File: config.mk
export PLATFORM = sky130hd
export DESIGN_NAME = buzzer_round_controller_flat
export DESIGN_NICKNAME = d
export VERILOG_FILES = /design/src/rtl/buzzer_round_controller_if.sv /design/src/rtl/buzzer_round_controller.sv /design/src/flat_wrapper.sv
export SDC_FILE = /design/constraint.sdc
export NUM_CORES = 1
export LEC_CHECK = 0
export ABC_CLOCK_PERIOD_IN_PS = 2900
export CORE_MARGIN = 2
export CORE_UTILIZATION = 40
export DETAILED_ROUTE_END_ITERATION = 6
export GPL_TIMING_DRIVEN = 1
export SETUP_SLACK_MARGIN = 0.5
export SYNTH_ARGS = -nofsm -noshare
export SYNTH_HDL_FRONTEND = slang
export SYNTH_SLANG_ARGS = --single-unit
File: constraint.sdc
create_clock -name clk -period 2.9 [get_ports clk]
set_input_delay 0.87 -clock clk [delete_from_list [all_inputs] [get_ports clk]]
set_output_delay 0.87 -clock clk [all_outputs]
set_load 0.01 [all_outputs]
File: src/rtl/buzzer_round_controller_if.sv
// buzzer_round_controller_if: host control pulses and round status between host and controller
interface buzzer_round_controller_if #(
  parameter int SCORE_W = 4
);
  logic                   host_start;
  logic                   host_correct;
  logic                   host_wrong;
  logic [1:0]             state;
  logic                   winner_valid;
  logic [1:0]             winner_id;
  logic [3:0]             winner_code;
  logic [3:0]             lockout;
  logic                   timeout;
  logic [4*SCORE_W-1:0]   scores;
  modport master (
    output host_start, host_correct, host_wrong,
    input  state, winner_valid, winner_id, winner_code, lockout, timeout, scores
  );
  modport slave (
    input  host_start, host_correct, host_wrong,
    output state, winner_valid, winner_id, winner_code, lockout, timeout, scores
  );
endinterface

File: src/rtl/buzzer_round_controller.sv
// buzzer_round_controller: 4-player buzzer round sequencer, first-press arbiter, answer timer and scorer
module buzzer_round_controller #(
  parameter int SYNC_STAGES   = 2,
  parameter int ANSWER_CYCLES = 1000,
  parameter int SCORE_W       = 4
) (
  input  logic                       clk,
  input  logic                       rst_n,
  input  logic [3:0]                 player_n,
  buzzer_round_controller_if.slave   bus
);
  localparam int TW = $clog2(ANSWER_CYCLES);
  typedef enum logic [1:0] {IDLE = 2'b00, ARMED = 2'b01, ANSWER = 2'b10} state_t;
  state_t             state_q, state_d;
  logic [3:0]         sync_q [SYNC_STAGES];
  logic [3:0]         prev_q, press, eligible, lock_q, lock_d, code_q, code_d;
  logic               valid_q, valid_d, to_q, to_d;
  logic [1:0]         id_q, id_d, first;
  logic [TW-1:0]      timer_q, timer_d;
  logic [SCORE_W-1:0] sc_q [4];
  logic [SCORE_W-1:0] sc_d [4];
  // button synchroniser chain (released = 1) and previous synced sample for press detection
  always_ff @(posedge clk or negedge rst_n)
    if (!rst_n) begin
      for (int s = 0; s < SYNC_STAGES; s++) sync_q[s] <= 4'hf;
      prev_q <= 4'hf;
    end else begin
      sync_q[0] <= player_n;
      for (int s = 1; s < SYNC_STAGES; s++) sync_q[s] <= sync_q[s-1];
      prev_q <= sync_q[SYNC_STAGES-1];
    end
  assign press    = prev_q & ~sync_q[SYNC_STAGES-1];
  assign eligible = press & ~lock_q;
  assign first    = eligible[0] ? 2'd0 : eligible[1] ? 2'd1 : eligible[2] ? 2'd2 : 2'd3;
  // round state, winner slot, lockouts, timer and scores
  always_ff @(posedge clk or negedge rst_n)
    if (!rst_n) begin
      state_q <= IDLE;
      valid_q <= 1'b0;
      id_q    <= 2'd0;
      code_q  <= 4'd0;
      lock_q  <= 4'd0;
      to_q    <= 1'b0;
      timer_q <= '0;
      for (int p = 0; p < 4; p++) sc_q[p] <= '0;
    end else begin
      state_q <= state_d;
      valid_q <= valid_d;
      id_q    <= id_d;
      code_q  <= code_d;
      lock_q  <= lock_d;
      to_q    <= to_d;
      timer_q <= timer_d;
      for (int p = 0; p < 4; p++) sc_q[p] <= sc_d[p];
    end
  // next-state: grant lowest eligible player, then resolve correct / wrong / expiry
  always_comb begin
    state_d = state_q;
    valid_d = valid_q;
    id_d    = id_q;
    lock_d  = lock_q;
    to_d    = 1'b0;
    timer_d = timer_q;
    for (int p = 0; p < 4; p++) sc_d[p] = sc_q[p];
    case (state_q)
      IDLE: if (bus.host_start) begin
        state_d = ARMED;
        lock_d  = 4'd0;
      end
      ARMED: if (|eligible) begin
        state_d = ANSWER;
        valid_d = 1'b1;
        id_d    = first;
        timer_d = TW'(ANSWER_CYCLES - 1);
      end
      ANSWER: begin
        timer_d = timer_q - TW'(1);
        if (bus.host_correct || bus.host_wrong || timer_q == '0) begin
          valid_d = 1'b0;
          id_d    = 2'd0;
          timer_d = '0;
          if (bus.host_correct) begin
            state_d     = IDLE;
            sc_d[id_q]  = (&sc_q[id_q]) ? sc_q[id_q] : sc_q[id_q] + SCORE_W'(1);
          end else begin
            lock_d[id_q] = 1'b1;
            to_d         = !bus.host_wrong;
            state_d      = (&lock_d) ? IDLE : ARMED;
          end
        end
      end
      default: state_d = IDLE;
    endcase
    code_d = valid_d ? {2'b00, id_d} + 4'd1 : 4'd0;
  end
  assign bus.state        = state_q;
  assign bus.winner_valid = valid_q;
  assign bus.winner_id    = id_q;
  assign bus.winner_code  = code_q;
  assign bus.lockout      = lock_q;
  assign bus.timeout      = to_q;
  for (genvar g = 0; g < 4; g++) begin : g_sc
    assign bus.scores[g*SCORE_W +: SCORE_W] = sc_q[g];
  end
endmodule
File: src/flat_wrapper.sv
// flat-port wrapper written by rule: the top's interface ports become plain ports
module buzzer_round_controller_flat 
#(
  parameter int SYNC_STAGES   = 2,
  parameter int ANSWER_CYCLES = 1000,
  parameter int SCORE_W       = 4
)
  (clk, rst_n, player_n, bus_host_start, bus_host_correct, bus_host_wrong, bus_state, bus_winner_valid, bus_winner_id, bus_winner_code, bus_lockout, bus_timeout, bus_scores);
  buzzer_round_controller_if #(.SCORE_W(SCORE_W)) bus_i ();
  input  logic clk;
  input  logic rst_n;
  input  logic [3:0] player_n;
  input wire logic [$bits(bus_i.host_start)-1:0] bus_host_start;
  input wire logic [$bits(bus_i.host_correct)-1:0] bus_host_correct;
  input wire logic [$bits(bus_i.host_wrong)-1:0] bus_host_wrong;
  output wire logic [$bits(bus_i.state)-1:0] bus_state;
  output wire logic [$bits(bus_i.winner_valid)-1:0] bus_winner_valid;
  output wire logic [$bits(bus_i.winner_id)-1:0] bus_winner_id;
  output wire logic [$bits(bus_i.winner_code)-1:0] bus_winner_code;
  output wire logic [$bits(bus_i.lockout)-1:0] bus_lockout;
  output wire logic [$bits(bus_i.timeout)-1:0] bus_timeout;
  output wire logic [$bits(bus_i.scores)-1:0] bus_scores;
  assign bus_i.host_start = bus_host_start;
  assign bus_i.host_correct = bus_host_correct;
  assign bus_i.host_wrong = bus_host_wrong;
  assign bus_state = bus_i.state;
  assign bus_winner_valid = bus_i.winner_valid;
  assign bus_winner_id = bus_i.winner_id;
  assign bus_winner_code = bus_i.winner_code;
  assign bus_lockout = bus_i.lockout;
  assign bus_timeout = bus_i.timeout;
  assign bus_scores = bus_i.scores;
  buzzer_round_controller #(.SYNC_STAGES(SYNC_STAGES), .ANSWER_CYCLES(ANSWER_CYCLES), .SCORE_W(SCORE_W)) u_core (.clk(clk), .rst_n(rst_n), .player_n(player_n), .bus(bus_i));
endmodule
* Word level (Yosys, flattened, before mapping)
Cells that the tools add are included.
Operators by class: add/sub/neg operators 3, magnitude comparators 4, equal/unequal tests 6, muxes and demuxes 35, bitwise gates (word level) 6, reduce and logical (&&, ||, !) cells 16
Operators with widths (count):
- $mux 4 | 8
- $mux 10 | 2
- $pmux 10 s2 | 1
- $bwmux 16 | 1
- $mux 2 | 8
- $reduce_and 4->1 | 3
- $logic_not 10->1 | 1
- $sub 10x1->10 const B | 1
- $and 4x4->4 | 2
- $bmux 4 s2 | 1
- $demux 4 s2 | 1
- $mux 1 | 8
- $not 4->4 | 2
- $pmux 4 s2 | 1
- $pmux 2 s3 | 1
- $reduce_and 3->1 | 2
- $add 4x1->4 const B | 1
- $ne 2x1->1 const B | 2
- $ne 2x2->1 const B | 2
- $or 4x4->4 | 1
- $pmux 2 s2 | 1
- $reduce_bool 2->1 | 2
- $reduce_or 4->1 | 1
- $add 2x1->3 const B | 1
- other kinds (14) | 16
Storage, ports and cells: bits in registers 52, input port bits 9, output and inout port bits 30

* Logic depth before layout (Yosys ltp)
word-level depth 10, depth in mapped cells 9, mapped depth without buffers 9

* Least setup slack after synthesis
No wires, ideal clock.
kind in2reg, start in bus_host_correct, end reg u_core.code_q[1], in the netlist u_core.bus.winner_code[1], setup time 0.129 ns, arrival 2.283 ns, slack 0.488 ns, cell stages on the path 8, buffers on the path 1, cells stage by stage buf_6 > or3b_4 > a31o_4 > and2_1 > nand2_1 > o2bb2ai_1 > ha_1 > a21boi_1
On the way: longest elaborated chain between the ends 6, elaborated cells between the ends (all ways) 8
Ends and longest elaborated chain:
- start: declaration | RTL line flat_wrapper.sv:14 | input wire logic [$bits(bus_i.host_correct)-1:0] bus_host_correct;
- $logic_or 1x1->1 (2 in a row) | RTL line buzzer_round_controller.sv:78 | if (bus.host_correct || bus.host_wrong || timer_q == '0) begin
- $mux 2 | RTL line buzzer_round_controller.sv:78
- $pmux 2 s2 | RTL line buzzer_round_controller.sv:65 | case (state_q)
- net u_core.id_d[0] | RTL line buzzer_round_controller.sv:18 | logic [1:0] id_q, id_d, first;
- $add 2x1->3 | RTL line buzzer_round_controller.sv:94 | code_d = valid_d ? {2'b00, id_d} + 4'd1 : 4'd0;
- $mux 4 | RTL line buzzer_round_controller.sv:94
- net u_core.code_d[1] | RTL line buzzer_round_controller.sv:16 | logic [3:0] prev_q, press, eligible, lock_q, lock_d, code_q, code_d;
- end signal: assignment | RTL line buzzer_round_controller.sv:50 | code_q <= code_d;
- end: declaration | RTL line buzzer_round_controller.sv:16
The timed path passes the listed nets, and every way through them passes these cells. A chain may end at the register's enable or synchronous reset.

* Worst setup path in the final report
start reg u_core.id_q[1], in the netlist u_core.bus.winner_id[1], end out bus_winner_id[1]
RTL lines:
- start: declaration | RTL line buzzer_round_controller.sv:18
- start signal: assignment | RTL line buzzer_round_controller.sv:49 | id_q <= id_d;
- end: declaration | RTL line flat_wrapper.sv:18 | output wire logic [$bits(bus_i.winner_id)-1:0] bus_winner_id;
No word-level cell between the ends.

==> flow_summary.toml <==
[logic_synthesis]
synth_ff_type = "dfrtp_1"
synth_edf_count = 0
syn_inst = 237
yosysWarnings = 0
synth_seq_cells = 51
ys_types = 55
syn_avg_cell_area_sq_um = 10.6
synth_seq_area_share_pct = 51.5
synthesis.area_sq_um = 2500
synth_nets = 253
synthArstFlopShare_pct = 100

[routing]
wl_microns = 5360
routedWlPerCell_microns = 14.9
drt_first_pass_iters = 4
via_per_inst = 5.29
ant_nets = 0
drt-initial-drc-count = 71
dr_total_vias = 1899
remaining_drc_errors = 0

[sta]
hold_viol_final = 0
rsz0062_at_grt = "false"
slew_headroom_pct = 61.0
max_freq_ghz = 0.431
setup_tns_ps = 0
fin_worst_skew_ps = 6.59
maxSlewViolCount = 0
finalCriticalPeriod_ps = 2320
period_share_pct = 80.0
worst_pin_slew_ps = 585
setup_viol = 0

[min_path]
min_path_type = "reg -> reg"
whs_endpoint = "u_core.sync_q[2]$_DFF_PN1_"
holdPathStages = 0
hp-start = "u_core.sync_q[6]$_DFF_PN1_"

[setup_path]
path_cells = "clkdlybuf4s50_1"
reg2reg_from = "u_core.bus.state[0]$_DFFE_PN0P_"
worstPathArrival_ps = 1450
cp_max_fo = 13
cpPeakStageDelay_ps = 600
rr_worst_depth = 9
r2r_end = "u_core.bus.winner_code[1]$_DFF_PN0_"
crit_slowest_cell = "clkdlybuf4s50_1"
crit_family = "buffers and inverters"
required_ps = 2030
startpoint_type = "flop"
cp_num_buf_inv = 1
ff2ff_setup_slack_ps = 720
path_class = "reg -> out"
cp-end-kind = "output pin"

[clocking]
cts_buffer_depth = 2
cts_root_buffer = "clkbuf_8"
cts_buffers = 5
ctsHtreeMaxLevel = 2
clk_pin_slew_worst_paths_ps = 100
clock_latency_ps = 310
tritoncts = "done"
clock-sinks = 51
ctsHoldBuffers = 0

[floorplan]
start_util_pct = 41.8
pin_count = 39
fp.dieW_microns = 83.1
dieHeight_microns = 83.1
core_area_sq_um = 5990
die-area_sq_um = 6910
rows = 28

[power]
powerDensity_nw_per_um2 = 942
total_power_uw = 2940
p_leak_uw = 0.00131
max-vdd-ir-drop_mv = 0.433

[cells_and_area]
seq_area_sq_um = 1290
antenna_cells = 0
multi_input_area_sq_um = 1150
fill_cells = 542
fin_nets = 299
drive_gt1_share_pct = 17.3
syn_to_final_growth_pct = 24.4

[global_route]
use_met2_pct = 26.1
busiest_layer = "met2"
use_met3_pct = 3.38
grt_pass1_vias = 1864
grt_max_degree = 27
grt.total_usage_pct = 16.8
antenna_found_initial = 0
grt_first_pass_wirelength_microns = 9400
grt_util_met1_pct = 24.0
grt_overflow = 0

[placed_design]
gp_congestion = 0.790
dpl.hpwl_microns = 3910
io_buffers = 37

[outcome]
status = "finished, final reports clean"

[job]
cap_violations = 0
==> metrics by stage <==
step	util [%]	setup slack (ps)	hold WS (ps)	instances	instance area [sq um]
final	52.0	580	360	359	3120
after global routing	52.0	520	367	359	3120
after CTS	52.0	566	362	359	3120
after detailed placement	49.9	125	347	348	2990
after global placement	49.9	155	346	348	2990
after floorplan	-	504	345	237	2520
==> layout make-up <==
cell class                 count  share of cell area (%)
clock buffer                   6                    3.01
clock inverter                 2                   0.482
inverter                       8                   0.963
multi-input combinational    171                    36.9
sequential                    51                    41.5
tap                           75                    3.01
timing repair buffer          46                    14.2
==> logic make-up after synthesis <==
group | synth area share [%]
AO/OA/AOI/OAI | 17.2
XOR/XNOR | 0.350
adder cells (fa/ha/maj) | 3.50
buffers and inverters | 3.10
flip-flops | 51.5
multiplexers | 5.39
other | 0.150
AND/OR/NAND/NOR | 18.8
==> state kept, by name, indices dropped and copies added, names as in the netlist <==
name and cells:
u_core.timer_q 10, u_core.bus.timeout 1, u_core.bus.winner_code 3, u_core.bus.winner_valid 1
u_core.bus.winner_id 2, u_core.bus.scores 16, u_core.prev_q 4, u_core.sync_q 8
u_core.bus.state 2, u_core.bus.lockout 4
==> report_power, final <==
group          leakage, uW  internal [uW]  switching [uW]  total [uW]
combinational     0.000630            647             694        1340
sequential        0.000626            906             215        1120
clock            0.0000573            226             247         474
total              0.00131           1780            1160        2940
==> worst max-delay path by stage <==
stage	from	end	slack [ps]	cells after the start
global placement	bus_host_wrong	u_core.bus.winner_code[1]$_DFF_PN0_	150	8
finish	u_core.bus.winner_id[1]$_DFF_PN0_	bus_winner_id[1]	580	1
detailed placement	bus_host_wrong	u_core.bus.winner_code[1]$_DFF_PN0_	120	8
CTS	u_core.bus.winner_id[1]$_DFF_PN0_	bus_winner_id[1]	570	1
floorplan	bus_host_correct	u_core.bus.winner_code[1]$_DFF_PN0_	500	8
global route	u_core.bus.winner_id[1]$_DFF_PN0_	bus_winner_id[1]	520	1
==> repair_timing <==
action,in CTS,in global routing
endpoints found under the setup margin,2,0
gates resized for setup,3,0
setup buffers,3,0
==> cell usage in the layout, fill, tap and decap left out, types with 2 or more instances in the layout <==
| cell | n |
|---|---|
| dfrtp_1 | 38 |
| clkdlybuf4s50_1 | 34 |
| nand2_1 | 30 |
| nor2_1 | 23 |
| o21ai_1 | 20 |
| a21oi_1 | 13 |
| dfstp_2 | 12 |
| inv_1 | 8 |
| buf_4 | 8 |
| ha_1 | 7 |
| a31oi_1 | 6 |
| clkbuf_8 | 5 |
| mux4_2 | 4 |
| nand3_1 | 4 |
| nor3_1 | 4 |
| a21boi_0 | 3 |
| a21o_1 | 3 |
| nand2b_1 | 3 |
| mux2i_1 | 3 |
| or3b_1 | 2 |
| and2_1 | 2 |
| o2bb2ai_2 | 2 |
| nand3_2 | 2 |
| a21boi_1 | 2 |
| o211ai_1 | 2 |
| o22ai_1 | 2 |
| nand3b_1 | 2 |
| nor2b_1 | 2 |
| o22a_1 | 2 |
| o21ai_0 | 2 |
| o21a_1 | 2 |
| nand4_1 | 2 |
| dlygate4sd2_1 | 2 |
==> cell usage after synthesis, drive strengths merged (3+ instances only) <==
library cell   n  area, sq um
a21o           3         22.5
mux2i          3         30.0
dfrtp         39          976
a21boi         5         37.5
dfstp         12          315
nor3           5         30.0
nand2b         3         18.8
nor4           3         40.0
or3b           3         28.8
a21oi         13         65.1
inv            8         30.0
a31oi          6         37.5
mux4           4         90.1
ha             7         87.6
o21ai         22          110
nand2         31          119
buf            6         43.8
nand3          6         40.0
nor2          23         86.3
==> routing by layer <==
metal / up-vias / routed length (microns)
met5: - / 0
met3: 5 / 186
met2: 36 / 2450
met1: 916 / 2650
met4: 0 / 70
li1: 942 / -
Note: power is estimated with default switching activity, not from simulation.
